`src/rtl/retire_trace_fifo.sv`:
```
// Retirement trace transmitter: captures per-cycle retire events into a small
// FIFO, drains them over valid/ready, and keeps instruction/cache statistics.
module retire_trace_fifo #(
  parameter int unsigned DEPTH = 8,
  parameter int unsigned CNT_W = 32
) (
  input  logic             clk,
  input  logic             rst,
  input  logic             evt_regwrite,
  input  logic [2:0]       evt_writereg,
  input  logic [15:0]      evt_writedata,
  input  logic             evt_memread,
  input  logic             evt_memwrite,
  input  logic [15:0]      evt_memaddr,
  input  logic [15:0]      evt_memdatain,
  input  logic [15:0]      evt_memdataout,
  input  logic             evt_halt,
  input  logic             icache_req,
  input  logic             icache_hit,
  input  logic             dcache_req,
  input  logic             dcache_hit,
  output logic             out_valid,
  input  logic             out_ready,
  output logic [3:0]       out_flags,
  output logic [2:0]       out_reg,
  output logic [15:0]      out_addr,
  output logic [15:0]      out_data,
  output logic [15:0]      out_mdata,
  output logic             fifo_full,
  output logic             overflow,
  output logic [CNT_W-1:0] drop_count,
  output logic [CNT_W-1:0] inst_count,
  output logic [CNT_W-1:0] icache_req_count,
  output logic [CNT_W-1:0] icache_hit_count,
  output logic [CNT_W-1:0] dcache_req_count,
  output logic [CNT_W-1:0] dcache_hit_count,
  output logic             done
);

  localparam int unsigned AW = (DEPTH > 1) ? $clog2(DEPTH) : 1;
  localparam int unsigned OW = AW + 1;

  // One trace record; flags are {halt, memwrite, memread, regwrite}
  typedef struct packed {
    logic [3:0]  flags;
    logic [2:0]  wreg;
    logic [15:0] addr;
    logic [15:0] wdata;
    logic [15:0] mdata;
  } traceRec_t;

  typedef enum logic [1:0] {
    RUN    = 2'd0,
    HALTED = 2'd1,
    DONE   = 2'd2
  } state_t;

  state_t    state;
  traceRec_t mem [DEPTH];
  logic [AW-1:0] wrPtr;
  logic [AW-1:0] rdPtr;
  logic [OW-1:0] occ;

  traceRec_t newRec;
  traceRec_t headRec;
  logic      evtPresent;
  logic      isFull;
  logic      isRun;
  logic      popFire;
  logic      pushFire;
  logic      dropFire;
  logic      instEvt;
  logic      notDone;

  // Event decode and handshake qualification
  always_comb begin
    evtPresent   = evt_regwrite | evt_memread | evt_memwrite | evt_halt;
    isFull       = (occ == OW'(DEPTH));
    isRun        = (state == RUN);
    notDone      = (state != DONE);
    headRec      = mem[rdPtr];
    popFire      = (occ != OW'(0)) & notDone & out_ready;
    pushFire     = evtPresent & isRun & (~isFull | popFire);
    dropFire     = evtPresent & isRun & isFull & ~popFire;
    instEvt      = evt_halt | evt_regwrite | evt_memwrite;
    newRec.flags = {evt_halt, evt_memwrite, evt_memread, evt_regwrite};
    newRec.wreg  = evt_writereg;
    newRec.addr  = evt_memaddr;
    newRec.wdata = evt_writedata;
    newRec.mdata = evt_memread ? evt_memdataout : evt_memdatain;
  end

  // Output view of the FIFO head; fields read as zero when nothing is offered
  always_comb begin
    out_valid = (occ != OW'(0)) & notDone;
    out_flags = out_valid ? headRec.flags : 4'h0;
    out_reg   = out_valid ? headRec.wreg  : 3'h0;
    out_addr  = out_valid ? headRec.addr  : 16'h0;
    out_data  = out_valid ? headRec.wdata : 16'h0;
    out_mdata = out_valid ? headRec.mdata : 16'h0;
    fifo_full = isFull;
    done      = (state == DONE);
  end

  // Storage array; contents need no reset since occupancy gates visibility
  always_ff @(posedge clk) begin
    if (pushFire) begin
      mem[wrPtr] <= newRec;
    end
  end

  // Pointers and occupancy; pointers wrap naturally at a power-of-two depth
  always_ff @(posedge clk or posedge rst) begin
    if (rst) begin
      wrPtr <= '0;
      rdPtr <= '0;
      occ   <= '0;
    end else begin
      if (pushFire) begin
        wrPtr <= wrPtr + AW'(1);
      end
      if (popFire) begin
        rdPtr <= rdPtr + AW'(1);
      end
      if (pushFire && !popFire) begin
        occ <= occ + OW'(1);
      end else if (popFire && !pushFire) begin
        occ <= occ - OW'(1);
      end
    end
  end

  // Trace state: halt record closes the stream, its pop completes it
  always_ff @(posedge clk or posedge rst) begin
    if (rst) begin
      state <= RUN;
    end else begin
      case (state)
        RUN: begin
          if (pushFire && evt_halt) begin
            state <= HALTED;
          end
        end
        HALTED: begin
          if (popFire && headRec.flags[3]) begin
            state <= DONE;
          end
        end
        DONE: begin
          state <= DONE;
        end
        default: begin
          state <= RUN;
        end
      endcase
    end
  end

  // Drop tracking for events lost to a full FIFO
  always_ff @(posedge clk or posedge rst) begin
    if (rst) begin
      overflow   <= 1'b0;
      drop_count <= '0;
    end else if (dropFire) begin
      overflow   <= 1'b1;
      drop_count <= drop_count + CNT_W'(1);
    end
  end

  // Retired-instruction counter covers both accepted and dropped events
  always_ff @(posedge clk or posedge rst) begin
    if (rst) begin
      inst_count <= '0;
    end else if ((pushFire || dropFire) && instEvt) begin
      inst_count <= inst_count + CNT_W'(1);
    end
  end

  // Cache activity counters, frozen once the trace is done
  always_ff @(posedge clk or posedge rst) begin
    if (rst) begin
      icache_req_count <= '0;
      icache_hit_count <= '0;
      dcache_req_count <= '0;
      dcache_hit_count <= '0;
    end else if (notDone) begin
      if (icache_req) icache_req_count <= icache_req_count + CNT_W'(1);
      if (icache_hit) icache_hit_count <= icache_hit_count + CNT_W'(1);
      if (dcache_req) dcache_req_count <= dcache_req_count + CNT_W'(1);
      if (dcache_hit) dcache_hit_count <= dcache_hit_count + CNT_W'(1);
    end
  end

endmodule

```
`config.mk`:
```
export PLATFORM = sky130hd
export DESIGN_NAME = retire_trace_fifo
export DESIGN_NICKNAME = d
export VERILOG_FILES = /design/src/rtl/retire_trace_fifo.sv
export SDC_FILE = /design/constraint.sdc
export NUM_CORES = 1
export LEC_CHECK = 0
export ABC_AREA = 1
export CORE_MARGIN = 1.5
export CORE_UTILIZATION = 55
export DETAILED_ROUTE_END_ITERATION = 6
export PLACE_DENSITY = 0.83
export SYNTH_ARGS = -nofsm -noshare
export SYNTH_HDL_FRONTEND = slang
export SYNTH_SLANG_ARGS = --single-unit
```
`constraint.sdc`:
```
create_clock -name clk -period 9.9 [get_ports clk]
set_input_delay 1.98 -clock clk [delete_from_list [all_inputs] [get_ports clk]]
set_output_delay 1.98 -clock clk [all_outputs]
set_load 0.01 [all_outputs]
```
## Word-level counts from Yosys, hierarchy flattened

Memory sizes are Yosys's and may differ from the RTL's.
Index checks and enable logic that the tools add are counted.

- Flip-flop bits (word level): 205
- Memories: 1
- Bits in writable memories: 440
- Word-level logic and storage cells: 71

- Mux-type cells: 13
- Reductions and logical operators: 16
- Add/sub/neg operators: 10
- Equality and inequality tests: 6
- Bitwise logic cells: 14

Memory list:

| memory | words | width | rd ports | clocked after Yosys merged registers in | write ports | line | text |
|---|---|---|---|---|---|---|---|
| mem | 8 | 55 | 1 | 0 | 1 | 59 | `traceRec_t mem [DEPTH];` |

Operators by type and width:

| cell | count |
|---|---|
| $add A32 B1 Y32 const B | 6 |
| $mux W16 | 4 |
| $mux W4 | 3 |
| $reduce_and A2 Y1 | 5 |
| $add A3 B1 Y3 const B | 2 |
| $and A1 B1 Y1 | 6 |
| $or A1 B1 Y1 | 6 |
| $pmux W2 S3 | 1 |
| $logic_and A1 B1 Y1 | 5 |
| $add A4 B1 Y4 const B | 1 |
| $eq A4 B4 Y1 const B | 1 |
| $mux W2 | 2 |
| $ne A2 B2 Y1 const B | 2 |
| $reduce_bool A4 Y1 | 1 |
| $sub A4 B1 Y4 const B | 1 |
| $mux W3 | 1 |
| $eq A2 B1 Y1 const B | 1 |
| $eq A2 B2 Y1 const B | 1 |
| $logic_not A1 Y1 | 2 |
| $logic_not A2 Y1 | 1 |
| $mux W1 | 2 |
| $ne A2 B1 Y1 const B | 1 |
| $not A1 Y1 | 2 |
| $reduce_bool A2 Y1 | 1 |
| $logic_or A1 B1 Y1 | 1 |

## Depth between registers and ports, before layout

Gate-level depths: netlist (run 1).

- Depth after elaboration: 9
- Gate-level depth with buffers: 15
- Gate-level depth less buffers: 15

## Least setup slack after synthesis (run 1)

No wires, ideal clock.

- Path type: input -> register
- From: input port evt_memread
- To: memory mem[0][0] in the netlist's numbering, enable pin
- Library setup time: 0.468 ns
- Cell stages on the path: 7
- Path slack: 4.348 ns
- Data arrival time: 5.084 ns
- Cells stage by stage: buf_2 -> nand3b_1 -> nand2_1 -> inv_1 -> nand2_1 -> or2_1 -> nor2_1

- Word-level cells in the longest chain between the ends: 7

RTL lines:

| item | line | text |
|---|---|---|
| start: declaration | 12 | `input logic evt_memread,` |
| $or A1 B1 Y1 (3 in a row) | 77 | `evtPresent = evt_regwrite \| evt_memread \| evt_memwrite \| evt_halt;` |
| $and A1 B1 Y1 (2 in a row) | 83 | `pushFire = evtPresent & isRun & (~isFull \| popFire);` |
| $mux W1 | 107 | `if (pushFire) begin` |
| $mux W1 (not written as such) | 108 | `mem[wrPtr] <= newRec;` |
| end: declaration | 59 |  |

Every way passes these cells.

## Worst setup path after layout (run 1)

- From: register rdPtr[0]
- To: output port out_mdata[15]

- Word-level cells in the longest chain between the ends: 2

RTL lines:

| item | line | text |
|---|---|---|
| start: declaration | 61 | `logic [AW-1:0] rdPtr;` |
| start signal: assignment | 123 | `rdPtr <= rdPtr + AW'(1);` |
| $mem_v2 Z8 W55 | -- |  |
| $mux W16 | 100 | `out_mdata = out_valid ? headRec.mdata : 16'h0;` |
| end: declaration | 28 | `output logic [15:0] out_mdata,` |

Every way passes these cells.

==> results of run 1 <==
[cells in the final DEF, fill, tap and decap left out, drive strengths merged]
cell           Yosys  final
clkbuf            62     93
diode              0      2
nor3              65     65
and3               2      2
mux2              17     17
nand4             37     37
o21ai            277    277
and2               2      2
clkdlybuf4s50      0    328
edfxtp           440    440
nand3             94     94
xor2              90     90
clkinvlp           0      1
nor3b              2      2
clkinv             3     23
o22ai            108    108
nor4               3      3
a21oi              2      2
dfrtp            205    205
buf               34     16
or2                3      3
fa                 1      1
bufinv             0      3
xnor2             50     50
inv              166    171
nand3b            23     23
ha                14     14
nand2            488    488
nor2             494    494
[metrics by stage]
step / worst slack, ns / utilization / instances / hold WS [ns]
final: 3.198 / 0.6736 / 3734 / 0.4803
after global placement: 4.059 / 0.6313 / 3610 / 0.4532
after detailed placement: 3.919 / 0.6313 / 3610 / 0.4684
after floorplan: 2.324 / - / 2682 / 0.4666
after global routing: 2.953 / 0.6736 / 3733 / 0.5098
after CTS: 3.242 / 0.6735 / 3732 / 0.4833
[metal layers]
| metal | GRT usage | wire length, µm | vias up |
|---|---|---|---|
| met5 | 0 | 17 | - |
| li1 | - | - | 9794 |
| met3 | 0.05558 | 6272 | 164 |
| met1 | 0.3565 | 28500 | 10300 |
| met2 | 0.4368 | 34350 | 1026 |
| met4 | 0.09538 | 2008 | 2 |
[flip-flops by register name, indices dropped and copies added (netlist names)]
register / flops
overflow: 1
occ: 4
inst_count: 32
mem: 440
dcache_req_count: 32
rdPtr: 3
state: 2
drop_count: 32
icache_req_count: 32
wrPtr: 3
icache_hit_count: 32
dcache_hit_count: 32
[worst max path at each step]
stage                     depth (start not counted)  slack [ns]     start                  end
after floorplan                                   1        2.32       rst  dcache_hit_count[0]
after global placement                            7        4.06  rdPtr[0]         out_mdata[4]
after detailed placement                          7        3.92  rdPtr[0]         out_mdata[4]
after CTS                                         7        3.24  rdPtr[0]         out_mdata[4]
after global routing                              7        2.95  rdPtr[0]         out_mdata[4]
final                                             7        3.20  rdPtr[0]        out_mdata[15]
[cell type report]
cell class	count	area, µm²	area share
tap	680	850.8	0.02467
inverter	169	653.1	0.01894
sequential	645	18350	0.5321
clock inverter	29	291.5	0.008453
antenna	2	5.005	0.0001451
clock buffer	93	1867	0.05413
multi-input combinational	1772	9067	0.2629
timing repair buffer	344	3403	0.09868
[worst max-delay path: stages, from the launching register on]
cell	delay, ns
sky130_fd_sc_hd__dfrtp_4	0.85
sky130_fd_sc_hd__inv_6	0.67
sky130_fd_sc_hd__buf_4	1.05
sky130_fd_sc_hd__o21ai_0	0.25
sky130_fd_sc_hd__o22ai_1	0.21
sky130_fd_sc_hd__o21ai_0	0.10
sky130_fd_sc_hd__nor2_1	0.24
sky130_fd_sc_hd__clkdlybuf4s50_1	0.60
[cells by family (layout without fill, tap and decap cells)]
group                    after synthesis  count (layout)  share of synthesized area
flip-flops                           645             645                     0.6451
AND/OR/NAND/NOR                     1213            1213                     0.1872
XOR/XNOR                             140             140                    0.04313
buffers and inverters                265             635                    0.03806
AO/OA/AOI/OAI                        387             387                    0.07287
other                                  0               2                          0
adder cells (fa/ha/maj)               15              15                   0.006865
multiplexers                          17              17                   0.006733
[report_power, final]
| group | switching, mW | leakage, nW | internal (mW) |
|---|---|---|---|
| clock | 1.05 | 1.06 | 1.42 |
| sequential | 0.237 | 6.62 | 3.30 |
| combinational | 1.90 | 5.49 | 1.11 |
==> flow_summary.yaml, run 1 <==
cts:
  clock_sinks: 645
  tritoncts.num_buffers: 69
  clockBufferDepth: 3
  cts_hold_buf: 0
  worst_skew_pair.late_latency_ns: 0.61
  tritoncts: "done"
  count_of_buffers_added_by_post_cts_timing_repair_for_setup: 0
  htree_num_levels: 3
  clk_root_buffer_cell: "sky130_fd_sc_hd__clkbuf_16"
  path_clk_slew_ns: 0.06
  postCtsResizedCells: 0
critical_path:
  cp_data_arrival_time_ns: 4.72
  reg2reg_from: "state[0]"
  r2r_cells: 10
  r2r_slack_ns: 6.29
  critical_path.endpoint_type: "primary output"
  worst_r2r_endpoint: "mem[3][33]"
  timing.setup.critical_path_class: "reg2out"
  path_max_fanout: 127
  setup.worst_path.start_class: "flop"
  critical_path_required_ns: 7.92
final_layout:
  n_fill_cell: 3634
  final_net_count: 3094
  post_route_cells_drive_above_1_share: 0.07012
  syn2layout_area_growth_pct: 21.29
  final_cell_area_um2: 34490
floorplan:
  io_pins: 329
  die_height_um: 230.4
  die_w_um: 230.4
  die_area_um2: 53070
  start_util: 0.5553
  std_cell_rows: 83
  placeableCoreArea_um2: 51200
pwr:
  power-per-cell-area_nw_per_um2: 261.2
  power.ir.vdd_worst_uv: 290.3
  totalPowerFinal_mw: 9.009
  leak_pwr_nw: 13.16
route:
  route.vias.total: 21290
  violation_count_after_the_first_detailed_route_iteration: 2264
  totalWireLength_um: 71150
  remaining_antenna_violation_count_after_routing: 0
  drt_pre_antenna_iters: 5
  wire_per_inst_um: 19.05
  drc_errors: 0
  avgViaCountPerCell: 5.701
logic_synthesis:
  synth-seq-area-share: 0.6451
  synth-async-reset-ratio: 0.3178
  synthesis.instances: 2682
  mappedNetlistNets: 2775
  yosys-top-cells-count: "477 x sky130_fd_sc_hd__nand2_1, 466 x sky130_fd_sc_hd__nor2_1, 440 x sky130_fd_sc_hd__edfxtp_1, 265 x sky130_fd_sc_hd__o21ai_0, 205 x sky130_fd_sc_hd__dfrtp_1"
  yosys_most_used_dff: "sky130_fd_sc_hd__edfxtp_1"
  synth_area_leaders: "sky130_fd_sc_hd__edfxtp_1 46%, sky130_fd_sc_hd__dfrtp_1 18%, sky130_fd_sc_hd__nand2_1 6.3%"
  syn-mean-instance-area_um2: 10.60
  synth.cell_area_um2: 28430
  yosys_warnings: 0
  synth_most_common_cell: "sky130_fd_sc_hd__nand2_1"
  post-synth-top-area-fraction: 0.4647
  synthDominantAreaCellType: "sky130_fd_sc_hd__edfxtp_1"
  synth.distinct_cells: 46
  synth-seq-cells: 645
  synth-edff-count: 440
placement:
  gpl.final_weighted_congestion: 0.9043
  port-buffer-count: 328
  dp.final_hpwl_um: 43610
  postPlaceCellArea_um2: 32320
sta:
  tns_ns: 0
  rsz_0062_raised_after_global_routing: "no"
  setup_viol: 0
  max_slew_vio_count: 0
  fin_skew_ns: 0.01952
  maxClockFrequency_mhz: 149.2
  final_min_period_over_clock_period: 0.6769
  max_slew_margin: 0.1599
  min_clock_period_post_route_ns: 6.702
  least_margin_pin_slew_ns: 1.260
  hold_viol_final: 0
grt:
  grt_start_max_net_pins: 128
  grt_remaining_overflow: 0
  grt_pass1_wl_um: 112500
  antenna_found_initial: 3
  global_route.usage.total: 0.2675
  first_global_vias: 20970
status:
  run_status: "complete, no violations"
run:
  maxCapViolations: 0
worst_hold_path:
  whs_path_depth: 1
  hp-start: "overflow"
  min_path_type: "reg2reg"
  whs_endpoint: "overflow"
Note: power is estimated with default switching activity, not from simulation.
==> run 2: changes to the inputs <==
--- a/config.mk
+++ b/config.mk
@@ -7,9 +7,9 @@
 export LEC_CHECK = 0
 export ABC_AREA = 1
 export CORE_MARGIN = 1.5
-export CORE_UTILIZATION = 55
+export CORE_UTILIZATION = 51
 export DETAILED_ROUTE_END_ITERATION = 6
-export PLACE_DENSITY = 0.83
+export PLACE_DENSITY = 0.81
 export SYNTH_ARGS = -nofsm -noshare
 export SYNTH_HDL_FRONTEND = slang
 export SYNTH_SLANG_ARGS = --single-unit
==> constraint.sdc (replaced) <==
create_clock -name clk -period 6 [get_ports clk]
set_input_delay 1.2 -clock clk [delete_from_list [all_inputs] [get_ports clk]]
set_output_delay 1.2 -clock clk [all_outputs]
set_load 0.01 [all_outputs]
==> flow_summary.yaml, run 2 (synthesized netlist as in run 1, its figures left out) <==
sta:
  hold_viol_final: 0
  rsz_0062_raised_after_global_routing: "no"
  least_margin_pin_slew_ns: 1.012
  finalWorstSetupSlack_ns: 0.9999
  fin_skew_ns: 0.03891
  setup_viol: 0
  maxClockFrequency_mhz: 200.0
  max_slew_margin: 0.3255
  final_min_period_over_clock_period: 0.8334
  tns_ns: 0
  max_slew_vio_count: 0
  min_clock_period_post_route_ns: 5.000
floorplan:
  io_pins: 329
  start_util: 0.5161
  std_cell_rows: 86
  placeableCoreArea_um2: 55090
  die_w_um: 239.1
  die_height_um: 239.1
  die_area_um2: 57180
critical_path:
  worst_path_most_repeated_cell: "sky130_fd_sc_hd__o21ai_0"
  crit_path_max_incr_delay_ns: 0.94
  reg2reg_from: "state[0]"
  critical_path_cell_list: "buf_4 > o21ai_0 > o22ai_1 > o21ai_0 > nor2_1 > clkdlybuf4s50_1"
  critical_path.endpoint_type: "primary output"
  critical_path_required_ns: 4.80
  cp_data_arrival_time_ns: 3.80
  setup.worst_path.start_class: "flop"
  critPathSlowestCell: "sky130_fd_sc_hd__dfrtp_2"
  r2r_slack_ns: 2.87
  r2r_cells: 10
  worst_r2r_endpoint: "mem[7][6]"
  path_max_fanout: 71
  timing.setup.critical_path_class: "reg2out"
pwr:
  power-per-cell-area_nw_per_um2: 432.3
  power.ir.vdd_worst_uv: 383.7
  totalPowerFinal_mw: 15.04
  leak_pwr_nw: 13.27
grt:
  grt_remaining_overflow: 0
  grt_start_max_net_pins: 222
  global_route.usage.total: 0.2502
  grt_pass1_wl_um: 111700
  first_global_vias: 20900
  antenna_found_initial: 5
run:
  maxCapViolations: 0
final_layout:
  final_cell_count_no_fill: 3814
  mostFrequentLayoutCells: "477 x sky130_fd_sc_hd__nand2_1, 458 x sky130_fd_sc_hd__nor2_1, 440 x sky130_fd_sc_hd__edfxtp_1"
  multiInputGateArea_um2: 9067
  final-seq-area_um2: 18350
  max_flop_register: "mem"
  layout_commonest_cell: "sky130_fd_sc_hd__nand2_1"
  final_core_util: 0.6316
  syn2layout_area_growth_pct: 22.38
  final_net_count: 3104
  largest_register_ffs: 440
  post_route_cells_drive_above_1_share: 0.07343
  n_fill_cell: 4211
cts:
  worst_skew_pair.late_latency_ns: 0.62
  postCtsResizedCells: 0
  tritoncts: "done"
  clockBufferDepth: 3
  tritoncts.num_buffers: 69
  htree_num_levels: 3
  count_of_buffers_added_by_post_cts_timing_repair_for_setup: 0
  cts_hold_buf: 0
  clk_root_buffer_cell: "sky130_fd_sc_hd__clkbuf_16"
  path_clk_slew_ns: 0.06
  clock_sinks: 645
worst_hold_path:
  min_path_type: "reg2reg"
  hp-start: "dcache_req_count[31]"
  whs_endpoint: "dcache_req_count[31]"
  whs_path_depth: 1
route:
  violation_count_after_the_first_detailed_route_iteration: 1953
  drc_errors: 0
  avgViaCountPerCell: 5.531
  drt_pre_antenna_iters: 6
  route.vias.total: 21100
  remaining_antenna_violation_count_after_routing: 0
  wire_per_inst_um: 18.89
  totalWireLength_um: 72050
placement:
  dp.final_hpwl_um: 44890
  numPlacedInstances: 3688
  dp_worst_setup_slack_ns: 1.673
  port-buffer-count: 328
  gpl.final_weighted_congestion: 0.9502
status:
  run_status: "complete, no violations"
[run 2: cell count changes in the layout (fill, tap and decap cells not counted), moves of 2 or more]
cell,before,now
sky130_fd_sc_hd__clkinv_1,9,14
sky130_fd_sc_hd__bufinv_16,3,5
sky130_fd_sc_hd__clkbuf_1,19,15
sky130_fd_sc_hd__buf_12,0,3
sky130_fd_sc_hd__clkinv_16,1,4
sky130_fd_sc_hd__buf_4,16,23
[run 2: cell type report]
type / count / area share
timing repair buffer: 354 / 0.1010
clock inverter: 35 / 0.01179
tap: 748 / 0.02690
sequential: 645 / 0.5273
clock buffer: 89 / 0.05354
multi-input combinational: 1772 / 0.2606
antenna: 2 / 0.0001438
inverter: 169 / 0.01866
[run 2: how the worst max path moves through the flow]
stage / from / cells past startpoint / to / slack [ns]
6_report: rdPtr[1] / 6 / out_mdata[6] / 1.0
5_1_grt: rdPtr[1] / 6 / out_data[12] / 0.82
4_1_cts: rdPtr[1] / 6 / out_mdata[6] / 1.01
3_5_place_dp: evt_memread / 10 / mem[5][46] / 1.67
3_3_place_gp: rdPtr[1] / 6 / out_flags[1] / 1.74
2_1_floorplan: evt_memread / 7 / mem[0][0] / 1.23
[run 2: metrics by stage]
step | area, µm² | hold slack (ns)
final | 34800 | 0.4655
after CTS | 34790 | 0.4735
after detailed placement | 32520 | 0.4614
after floorplan | 28440 | 0.4666
after global placement | 32520 | 0.4591
after global routing | 34790 | 0.4864
[run 2: worst max-delay path: cells and delay by family, from the launching register on]
family | cells | cell delay (ns)
buf+inv | 2 | 1.34
flops | 1 | 0.94
compound gates | 3 | 0.64
simple gates | 1 | 0.24
[run 2: power by group]
| group | leakage [nW] | switching [mW] | total, mW | internal [mW] |
|---|---|---|---|---|
| Sequential | 6.62 | 0.326 | 5.76 | 5.44 |
| Clock | 1.10 | 1.79 | 4.23 | 2.44 |
| Combinational | 5.55 | 3.18 | 5.04 | 1.86 |
[run 2: routing by layer]
layer / wire length [µm] / part of all wire / track usage / vias to the layer above
li1: - / - / - / 9801
met1: 28070 / 0.39 / 0.3172 / 10200
met2: 35050 / 0.49 / 0.4126 / 893
met3: 6127 / 0.085 / 0.05497 / 187
met4: 2735 / 0.038 / 0.1124 / 10
met5: 64 / 0.00089 / 0 / -
